<file path="src/rtl/reg_writeback_ctrl_pkg.sv">
// Shared CPU definitions used by the writeback path: register-file geometry,
// processor mode encodings and the queued-write entry layout.
package reg_writeback_ctrl_pkg;

  localparam int PC_IDX   = 15;
  localparam int NUM_REGS = 16;
  localparam int MODE_W   = 5;
  localparam int ADDR_W   = 4;
  localparam int DATA_W   = 32;

  typedef enum logic [MODE_W-1:0] {
    MODE_USR = 5'h10,
    MODE_FIQ = 5'h11,
    MODE_IRQ = 5'h12,
    MODE_SVC = 5'h13,
    MODE_ABT = 5'h17,
    MODE_UND = 5'h1B,
    MODE_SYS = 5'h1F
  } cpu_mode_e;

  typedef struct packed {
    logic [ADDR_W-1:0] addr;
    logic [DATA_W-1:0] data;
    logic [MODE_W-1:0] mode;
  } wb_entry_t;

  function automatic logic [NUM_REGS-1:0] regOneHot(input logic [ADDR_W-1:0] regIdx);
    return NUM_REGS'(1) << regIdx;
  endfunction

endpackage

</file>
<file path="src/rtl/reg_writeback_ctrl_if.sv">
// Writeback request/issue bundle: the pipeline drives requests in, the
// controller drives register-file and PC write strobes out.
interface reg_writeback_ctrl_if;
  import reg_writeback_ctrl_pkg::*;

  logic              in_valid;
  logic              in_ready;
  logic              wb0_en;
  logic [ADDR_W-1:0] wb0_addr;
  logic [DATA_W-1:0] wb0_data;
  logic              wb1_en;
  logic [ADDR_W-1:0] wb1_addr;
  logic [DATA_W-1:0] wb1_data;
  logic [MODE_W-1:0] in_mode;
  logic              flush;

  logic [ADDR_W-1:0]   w_addr;
  logic [DATA_W-1:0]   w_data;
  logic                write_reg;
  logic                write_pc;
  logic [DATA_W-1:0]   pc_data;
  logic [MODE_W-1:0]   w_mode;
  logic [NUM_REGS-1:0] pend_mask;

  modport master (
    output in_valid, wb0_en, wb0_addr, wb0_data, wb1_en, wb1_addr, wb1_data,
           in_mode, flush,
    input  in_ready, w_addr, w_data, write_reg, write_pc, pc_data, w_mode,
           pend_mask
  );

  modport slave (
    input  in_valid, wb0_en, wb0_addr, wb0_data, wb1_en, wb1_addr, wb1_data,
           in_mode, flush,
    output in_ready, w_addr, w_data, write_reg, write_pc, pc_data, w_mode,
           pend_mask
  );

endinterface

</file>
<file path="src/rtl/reg_writeback_ctrl_wb_fifo.sv">
// Circular write queue: pushes up to two entries and pops at most one per
// cycle, and reports which registers have a queued write outstanding.
module wb_fifo
  import reg_writeback_ctrl_pkg::*;
#(
  parameter int DEPTH = 4
) (
  input  logic                     clk,
  input  logic                     rst,
  input  logic                     flush_i,
  input  logic [1:0]               pushCnt_i,
  input  wb_entry_t                pushA_i,
  input  wb_entry_t                pushB_i,
  input  logic                     pop_i,
  output wb_entry_t                head_o,
  output logic                     headValid_o,
  output logic [$clog2(DEPTH):0]   count_o,
  output logic [NUM_REGS-1:0]      pendMask_o
);

  localparam int PW = $clog2(DEPTH);
  localparam int CW = PW + 1;

  wb_entry_t       mem_q [DEPTH];
  logic [PW-1:0]   rdPtr_q, rdPtr_d;
  logic [PW-1:0]   wrPtr_q, wrPtr_d;
  logic [CW-1:0]   count_q, count_d;
  logic            popEn;

  assign popEn       = pop_i && (count_q != '0);
  assign head_o      = mem_q[rdPtr_q];
  assign headValid_o = (count_q != '0);
  assign count_o     = count_q;

  // Flush drops everything still queued; the head shown this cycle has
  // already been presented to the register file, so it counts as issued.
  always_comb begin
    rdPtr_d = rdPtr_q + PW'(popEn);
    wrPtr_d = wrPtr_q + PW'(pushCnt_i);
    count_d = count_q - CW'(popEn) + CW'(pushCnt_i);
    if (flush_i) begin
      rdPtr_d = '0;
      wrPtr_d = '0;
      count_d = '0;
    end
  end

  always_ff @(posedge clk) begin
    if (rst) begin
      rdPtr_q <= '0;
      wrPtr_q <= '0;
      count_q <= '0;
    end else begin
      rdPtr_q <= rdPtr_d;
      wrPtr_q <= wrPtr_d;
      count_q <= count_d;
    end
  end

  always_ff @(posedge clk) begin
    if (pushCnt_i != 2'd0) begin
      mem_q[wrPtr_q] <= pushA_i;
    end
    if (pushCnt_i == 2'd2) begin
      mem_q[wrPtr_q + PW'(1)] <= pushB_i;
    end
  end

  // A slot is live when its distance from the read pointer is below count.
  always_comb begin
    logic [PW-1:0] slotOff;
    slotOff    = '0;
    pendMask_o = '0;
    for (int i = 0; i < DEPTH; i++) begin
      slotOff = PW'(i) - rdPtr_q;
      if ({1'b0, slotOff} < count_q) begin
        pendMask_o = pendMask_o | regOneHot(mem_q[i].addr);
      end
    end
  end

endmodule

</file>
<file path="src/rtl/reg_writeback_ctrl.sv">
// Writeback controller: queues up to two register writes per request and
// issues them one per cycle to the register file or the PC.
module reg_writeback_ctrl
  import reg_writeback_ctrl_pkg::*;
#(
  parameter int DEPTH = 4
) (
  input logic                 clk,
  input logic                 rst,
  reg_writeback_ctrl_if.slave bus
);

  localparam int CW = $clog2(DEPTH) + 1;

  wb_entry_t       wb0Entry, wb1Entry;
  wb_entry_t       pushA, pushB, head;
  logic [1:0]      pushCnt;
  logic            headValid;
  logic            accept;
  logic [CW-1:0]   count;
  logic [CW-1:0]   freeSlots;

  assign wb0Entry = '{addr: bus.wb0_addr, data: bus.wb0_data, mode: bus.in_mode};
  assign wb1Entry = '{addr: bus.wb1_addr, data: bus.wb1_data, mode: bus.in_mode};

  // Room for a worst-case two-write request is required before accepting.
  assign freeSlots    = CW'(DEPTH) - count;
  assign bus.in_ready = (freeSlots >= CW'(2)) && !bus.flush;
  assign accept       = bus.in_valid && bus.in_ready;

  // Enabled writes are packed so that disabled slots take no queue entry.
  always_comb begin
    pushCnt = 2'd0;
    pushA   = '0;
    pushB   = '0;
    if (accept) begin
      unique case ({bus.wb0_en, bus.wb1_en})
        2'b11: begin
          pushCnt = 2'd2;
          pushA   = wb0Entry;
          pushB   = wb1Entry;
        end
        2'b10: begin
          pushCnt = 2'd1;
          pushA   = wb0Entry;
        end
        2'b01: begin
          pushCnt = 2'd1;
          pushA   = wb1Entry;
        end
        default: pushCnt = 2'd0;
      endcase
    end
  end

  wb_fifo #(.DEPTH(DEPTH)) uFifo (
    .clk        (clk),
    .rst        (rst),
    .flush_i    (bus.flush),
    .pushCnt_i  (pushCnt),
    .pushA_i    (pushA),
    .pushB_i    (pushB),
    .pop_i      (headValid),
    .head_o     (head),
    .headValid_o(headValid),
    .count_o    (count),
    .pendMask_o (bus.pend_mask)
  );

  always_comb begin
    bus.w_addr    = '0;
    bus.w_data    = '0;
    bus.w_mode    = '0;
    bus.pc_data   = '0;
    bus.write_reg = 1'b0;
    bus.write_pc  = 1'b0;
    if (headValid) begin
      bus.w_addr = head.addr;
      bus.w_data = head.data;
      bus.w_mode = head.mode;
      if (head.addr == ADDR_W'(PC_IDX)) begin
        bus.write_pc = 1'b1;
        bus.pc_data  = head.data;
      end else begin
        bus.write_reg = 1'b1;
      end
    end
  end

endmodule

</file>
<file path="src/flat_wrapper.sv">
// flat-port wrapper written by rule: the top's interface ports become plain ports
module reg_writeback_ctrl_flat import reg_writeback_ctrl_pkg::*;
#(
  parameter int DEPTH = 4
)
  (clk, rst, bus_in_valid, bus_wb0_en, bus_wb0_addr, bus_wb0_data, bus_wb1_en, bus_wb1_addr, bus_wb1_data, bus_in_mode, bus_flush, bus_in_ready, bus_w_addr, bus_w_data, bus_write_reg, bus_write_pc, bus_pc_data, bus_w_mode, bus_pend_mask);
  reg_writeback_ctrl_if bus_i ();
  input logic clk;
  input logic rst;
  input wire logic [$bits(bus_i.in_valid)-1:0] bus_in_valid;
  input wire logic [$bits(bus_i.wb0_en)-1:0] bus_wb0_en;
  input wire logic [$bits(bus_i.wb0_addr)-1:0] bus_wb0_addr;
  input wire logic [$bits(bus_i.wb0_data)-1:0] bus_wb0_data;
  input wire logic [$bits(bus_i.wb1_en)-1:0] bus_wb1_en;
  input wire logic [$bits(bus_i.wb1_addr)-1:0] bus_wb1_addr;
  input wire logic [$bits(bus_i.wb1_data)-1:0] bus_wb1_data;
  input wire logic [$bits(bus_i.in_mode)-1:0] bus_in_mode;
  input wire logic [$bits(bus_i.flush)-1:0] bus_flush;
  output wire logic [$bits(bus_i.in_ready)-1:0] bus_in_ready;
  output wire logic [$bits(bus_i.w_addr)-1:0] bus_w_addr;
  output wire logic [$bits(bus_i.w_data)-1:0] bus_w_data;
  output wire logic [$bits(bus_i.write_reg)-1:0] bus_write_reg;
  output wire logic [$bits(bus_i.write_pc)-1:0] bus_write_pc;
  output wire logic [$bits(bus_i.pc_data)-1:0] bus_pc_data;
  output wire logic [$bits(bus_i.w_mode)-1:0] bus_w_mode;
  output wire logic [$bits(bus_i.pend_mask)-1:0] bus_pend_mask;
  assign bus_i.in_valid = bus_in_valid;
  assign bus_i.wb0_en = bus_wb0_en;
  assign bus_i.wb0_addr = bus_wb0_addr;
  assign bus_i.wb0_data = bus_wb0_data;
  assign bus_i.wb1_en = bus_wb1_en;
  assign bus_i.wb1_addr = bus_wb1_addr;
  assign bus_i.wb1_data = bus_wb1_data;
  assign bus_i.in_mode = bus_in_mode;
  assign bus_i.flush = bus_flush;
  assign bus_in_ready = bus_i.in_ready;
  assign bus_w_addr = bus_i.w_addr;
  assign bus_w_data = bus_i.w_data;
  assign bus_write_reg = bus_i.write_reg;
  assign bus_write_pc = bus_i.write_pc;
  assign bus_pc_data = bus_i.pc_data;
  assign bus_w_mode = bus_i.w_mode;
  assign bus_pend_mask = bus_i.pend_mask;
  reg_writeback_ctrl #(.DEPTH(DEPTH)) u_core (.clk(clk), .rst(rst), .bus(bus_i));
endmodule
</file>
<file path="config.mk">
export PLATFORM = sky130hd
export DESIGN_NAME = reg_writeback_ctrl_flat
export DESIGN_NICKNAME = d
export VERILOG_FILES = /design/src/rtl/reg_writeback_ctrl_pkg.sv /design/src/rtl/reg_writeback_ctrl_if.sv /design/src/rtl/reg_writeback_ctrl_wb_fifo.sv /design/src/rtl/reg_writeback_ctrl.sv /design/src/flat_wrapper.sv
export SDC_FILE = /design/constraint.sdc
export NUM_CORES = 1
export LEC_CHECK = 0
export ABC_CLOCK_PERIOD_IN_PS = 6550
export CAP_MARGIN = 20
export CORE_AREA = 3 3 191 193
export DETAILED_ROUTE_END_ITERATION = 6
export DIE_AREA = 0 0 194 196
export DONT_BUFFER_PORTS = 1
export GPL_TIMING_DRIVEN = 0
export PLACE_DENSITY = 0.54
export REMOVE_ABC_BUFFERS = 1
export SLEW_MARGIN = 20
export SYNTH_ARGS = -nofsm -noshare
export SYNTH_HDL_FRONTEND = slang
export SYNTH_HIERARCHICAL = 1
export SYNTH_SLANG_ARGS = --single-unit
export TNS_END_PERCENT = 1
</file>
<file path="constraint.sdc">
create_clock -name clk -period 6.55 [get_ports clk]
set_input_delay 1.31 -clock clk [delete_from_list [all_inputs] [get_ports clk]]
set_output_delay 1.31 -clock clk [all_outputs]
set_load 0.005 [all_outputs]
</file>
# Word level (Yosys, flattened, before mapping)
# Memories as Yosys holds them, arrays and structs flattened. A register that Yosys moved wholly into a read port is not among the register bits.
# Cells that the tools add are included.
# totals
input_bits,83
mem_count,1
ff_bits,7
ramBits,164
wordCells,63
output_inout_bits,92
# classes
n_reduce_logical,8
magnitude_cmp,5
shift,4
mux,24
n_eq_ne,5
bitwise_logic,3
n_addsub,10
# mem_list
name,depth,word_bits,rd,rd_clocked_by_memory_dff,write_ports,line_no,source
u_core.uFifo.mem_q,4,41,5,1,2,reg_writeback_ctrl_wb_fifo.sv:24,wb_entry_t mem_q [DEPTH];
# ops
cell,count
2-to-1 mux 41 bit,3
2-to-1 mux 32 bit,3
case mux 41 bit (2 select lines),1
2-to-1 mux 16 bit,4
left shift 1 x 4 -> 16 bit (first input constant),4
bitwise OR 16 bit,3
less-than comparator 2 x 3 -> 1 bit,4
2-to-1 mux 1 bit,8
equality test 2 bit (second input constant),3
OR reduction 2 bit,3
2-to-1 mux 5 bit,1
equality test 4 bit (second input constant),1
2-to-1 mux 2 bit,2
2-to-1 mux 4 bit,1
case mux 2 bit (2 select lines),1
subtractor 1 x 2 -> 2 bit (first input constant),2
subtractor 2 bit (first input constant),2
adder 3 x 2 -> 3 bit,1
greater-or-equal comparator 3 x 2 -> 1 bit (second input constant),1
nonzero test 3 bit,1
subtractor 3 x 1 -> 3 bit,1
subtractor 3 bit (first input constant),1
adder 2 x 1 -> 2 bit,1
adder 2 x 1 -> 2 bit (second input constant),1
other kinds (5),6

# Longest topological paths before layout
# logic_depth
word_depth,9
ltp_mapped,12

# By module
# The synthesis kept the hierarchy.
# modules_own_cells
mod,instances,area_each_um2,cells_per_inst,seq_area_each_um2
wb_fifo,1,9051.2,568,5064.9
reg_writeback_ctrl,1,1435.1,243,0.0

# Worst setup path after synthesis
# No wires, ideal clock.
# synth_path
path_kind,input -> register
startpoint,in bus_wb0_en
endpoint,"mem u_core/uFifo/mem_q[0][0] in the netlist's numbering, enable pin"
required_ns,6.049
setup_slack_ns,1.027
cell_stages,5
arrival_time_ns,5.022
setup_time_ns,0.501
path_cell_list,inv_1 > ha_1 > and3_1 > inv_1 > o31ai_1
# synth_rtl
element,line_no,source
start: declaration,flat_wrapper.sv:11,input wire logic [$bits(bus_i.wb0_en)-1:0] bus_wb0_en;
end: declaration,reg_writeback_ctrl_wb_fifo.sv:24,

# Worst setup path in the final report
# layout_path
startpoint,reg u_core.uFifo.rdPtr_q[0]
endpoint,out bus_pend_mask[13]
# layout_via
elab_chain_cells,9
# layout_lines
element,line_no,source
start: declaration,reg_writeback_ctrl_wb_fifo.sv:25,"logic [PW-1:0] rdPtr_q, rdPtr_d;"
start signal: assignment,reg_writeback_ctrl_wb_fifo.sv:54,rdPtr_q <= rdPtr_d;
subtractor 1 x 2 -> 2 bit,reg_writeback_ctrl_wb_fifo.sv:75,slotOff = PW'(i) - rdPtr_q;
less-than comparator 2 x 3 -> 1 bit,reg_writeback_ctrl_wb_fifo.sv:76,"if ({1'b0, slotOff} < count_q) begin"
2-to-1 mux 16 bit,reg_writeback_ctrl_wb_fifo.sv:76,
bitwise OR 16 bit,reg_writeback_ctrl_wb_fifo.sv:77,pendMask_o = pendMask_o | regOneHot(mem_q[i].addr);
2-to-1 mux 16 bit,reg_writeback_ctrl_wb_fifo.sv:76,
bitwise OR 16 bit,reg_writeback_ctrl_wb_fifo.sv:77,
2-to-1 mux 16 bit,reg_writeback_ctrl_wb_fifo.sv:76,
bitwise OR 16 bit,reg_writeback_ctrl_wb_fifo.sv:77,
2-to-1 mux 16 bit (*),reg_writeback_ctrl_wb_fifo.sv:76,
end: declaration,flat_wrapper.sv:26,output wire logic [$bits(bus_i.pend_mask)-1:0] bus_pend_mask;
# Mark *: on every way between the ends. The rest lies on a longest branch, timed or not.

==> results.md <==
- Async set or reset register ratio after synthesis: 0%
- Worst R2R Start: u_core/uFifo/count_o[0]$_SDFF_PP0_
- Total Power: 2.47 mW
- Hold crit path type: flip-flop to flip-flop
- Final core occ: 34.7%
- Slew @ Worst Pin: 1.11 ns
- Fin crit share: 64.4%
- Total number of vias: 6771
- Status: complete, no violations
- Slew HR: 25.3%
- P&R area growth vs syn: 14.8%
- Final setup violation count: 0
- Syn Inst Count: 811
- Routability congestion estimate from global placement: 0.878
- Total Die Area: 38000 µm²
- Max capacitance violation total: 0
- R2R Path End: u_core/uFifo/mem_q[1][19]$_DFFE_PP_
- Vias per inst: 5.32
- Commonest non-fill, non-tap cell in the layout: edfxtp_1
- Seq/Total Area, Yosys: 48.3%
- Instance area after placement: 11500 µm²
- Antenna-violating nets left: 0
- Core area: 34700 µm²
- Non-filler cells, final: 1273
- Vias in the first global route: 6975
- Post_cts resized: 0
- Number of port buffers: 0
- Global-route wire length before repair: 45300 µm
- Kind of critical path: flip-flop to primary output
- CP max-delay cell: dfxtp_4
- Primary FF master, synth: edfxtp_1
- H-tree depth: 4
- DRC: 0
- Post-Route WL: 29900 µm
- Root Driver: clkbuf_16
- Io pins: 175
- # nets final: 904
- Fmax: 0.237 GHz
- GR Util met3: 2.71%
- CTS Buf Count: 17
- Share of cells above drive strength 1: 34.7%
- Yosys warning count: 6
- CP startpoint: u_core/uFifo/rdPtr_q[0]$_SDFF_PP0_
- Hpwl dp: 20900 µm
- CTS Sinks: 171
- CP Max Fanout: 28
- Post-Layout Inst Area: 12000 µm²
- Final Critical Period: 4.22 ns
- Chip width: 194 µm
- Ant diodes: 0
- Synth Register Bits: 171
- Worst Path Arrival: 2.91 ns
- Cell area power density: 205 nW/µm²
- Clock latency on the worst-skew pair: 0.44 ns
- Row Count: 68
- Reg2Reg Depth: 13
- Setup TNS: 0 ns
- WHS: 0.813 ns
- Die height: 196 µm
- Worst VDD drop: 0.000155 V
- Final hold vios: 0
- Placed insts: 1241
- Largest net degree at the start of global routing: 37
- CP cell instances: xnor2_1 -> inv_1 -> ha_1 -> nor2b_1 -> a2111oi_2 -> a22oi_1 -> nand3_1
- RSZ-0062 raised after global routing: false
- Post-synth EDFFs: 164
- Critical path endpoint: bus_pend_mask[13]
- Wire per inst: 23.5 µm
- GR Util All Layers: 15.6%
- Most frequent cells in the layout: edfxtp_1, mux2_2, and2_1, a22oi_1, nor2_1
- Crit. End Element: primary output
- Met1 global-route usage: 22.3%
- Leak Pwr: 4.34 nW
- Initial antenna violation count: 1
- Crit-path max cell delay: 0.74 ns
- GR peak layer: met2
- Pins Over Slew Limit: 0
- Gr ovfl total: 0
- Worst Path Required: 5.24 ns
- Setup Skew: 0.0186 ns
- Synth cell types: 42
- Hold-fix buffers, CTS: 0
- Initial Util: 30.2%
- Drt first pass iters: 5
- Max Root-Sink Buffers: 2
- Initial DRC count: 470
- Mean post-synth cell area: 12.9 µm²
- CTS tree: done
- Postcts setup bufs: 0
- Final worst slack: 2.33 ns
- Clk pin slew, worst setup/hold paths: 0.07 ns
- Met2 Usage GRT: 25.4%
- Post-Synthesis Cell Area: 10500 µm²
- Dpl ws: 2.18 ns
- CP Launch Type: flip-flop
- R2R setup slack: 2.64 ns
==> flip-flops by register name (all words and copies together) (netlist names) <==
signal,count
u_core/uFifo/wrPtr_q,2
u_core/uFifo/count_o,3
u_core/uFifo/mem_q,164
u_core/uFifo/rdPtr_q,2
==> metal layers <==
metal | vias up | share of wire [%]
li1 | 3062 | -
met1 | 3446 | 46
met2 | 251 | 48
met3 | 12 | 6.2
met4 | 0 | 0.54
met5 | - | 0
==> cell usage after synthesis, types with 3 or more instances <==
master | instances | share of area [%]
xnor2_1 | 7 | 0.58
a22oi_1 | 55 | 3.9
nand2_1 | 23 | 0.82
a32oi_1 | 3 | 0.25
clkbuf_1 | 18 | 0.64
nor2b_1 | 14 | 0.84
a211oi_2 | 3 | 0.36
inv_1 | 19 | 0.68
dfxtp_1 | 7 | 1.3
and2_1 | 120 | 7.2
mux2_2 | 161 | 17
nand2b_1 | 3 | 0.18
mux4_2 | 41 | 8.8
buf_2 | 32 | 1.5
mux2_1 | 3 | 0.32
a2111oi_2 | 4 | 0.57
o21ai_0 | 3 | 0.14
ha_1 | 15 | 1.8
clkbuf_2 | 3 | 0.14
nor3b_1 | 5 | 0.36
nand3_1 | 21 | 1.0
edfxtp_1 | 164 | 47
nor2_1 | 51 | 1.8
nor3_1 | 7 | 0.33
nand4_1 | 6 | 0.36
==> power by group <==
part / internal (mW) / switching [mW] / leakage (nW)
clock: 0.586 / 0.443 / 0.274
sequential: 1.21 / 0.00885 / 1.75
combinational: 0.0930 / 0.130 / 2.31
total: 1.89 / 0.582 / 4.34
==> how the worst min path moves through the flow <==
stage	startpoint	end	slack [ns]	cells past startpoint
3_3_place_gp	u_core/uFifo/wrPtr_q[0]$_SDFF_PP0_	u_core/uFifo/wrPtr_q[0]$_SDFF_PP0_	0.73	2
6_report	u_core/uFifo/count_o[2]$_SDFF_PP0_	u_core/uFifo/count_o[2]$_SDFF_PP0_	0.81	3
5_1_grt	u_core/uFifo/count_o[2]$_SDFF_PP0_	u_core/uFifo/count_o[2]$_SDFF_PP0_	0.90	3
2_1_floorplan	u_core/uFifo/wrPtr_q[0]$_SDFF_PP0_	u_core/uFifo/wrPtr_q[0]$_SDFF_PP0_	0.68	2
4_1_cts	u_core/uFifo/count_o[2]$_SDFF_PP0_	u_core/uFifo/count_o[2]$_SDFF_PP0_	0.82	3
3_5_place_dp	u_core/uFifo/count_o[2]$_SDFF_PP0_	u_core/uFifo/count_o[2]$_SDFF_PP0_	0.81	3
==> worst max-delay path, delay by kind of cell, from the launching register on <==
family / cells / cell delay [ns]
AOI/OAI and AO/OA: 2 / 0.84
xor gates and xnor gates: 1 / 0.21
adders and majority gates: 1 / 0.26
buffers and inverters: 1 / 0.07
DFF: 1 / 0.74
and+or+nand+nor: 2 / 0.33
==> kinds of logic (layout without fill, tap and decap cells) <==
kind of cell,after synthesis,count (layout),share of synthesized area (%)
XOR/XNOR,7,7,0.585
buffers and inverters,74,81,3.07
multiplexers,206,206,26.5
flip-flops,171,171,48.3
adder cells (fa/ha/maj),16,16,1.98
AND/OR/NAND/NOR,262,262,13.8
AO/OA/AOI/OAI,75,75,5.80
==> layout make-up <==
type                       instances  area (µm²)
inverter                          19        71.3
multi-input combinational        566        5200
timing repair buffer              30         543
clock inverter                     9         114
clock buffer                      23         468
tap                              455         569
fill                            3431       22700
sequential                       171        5070
No activity file was read; power rests on OpenSTA's default activity.
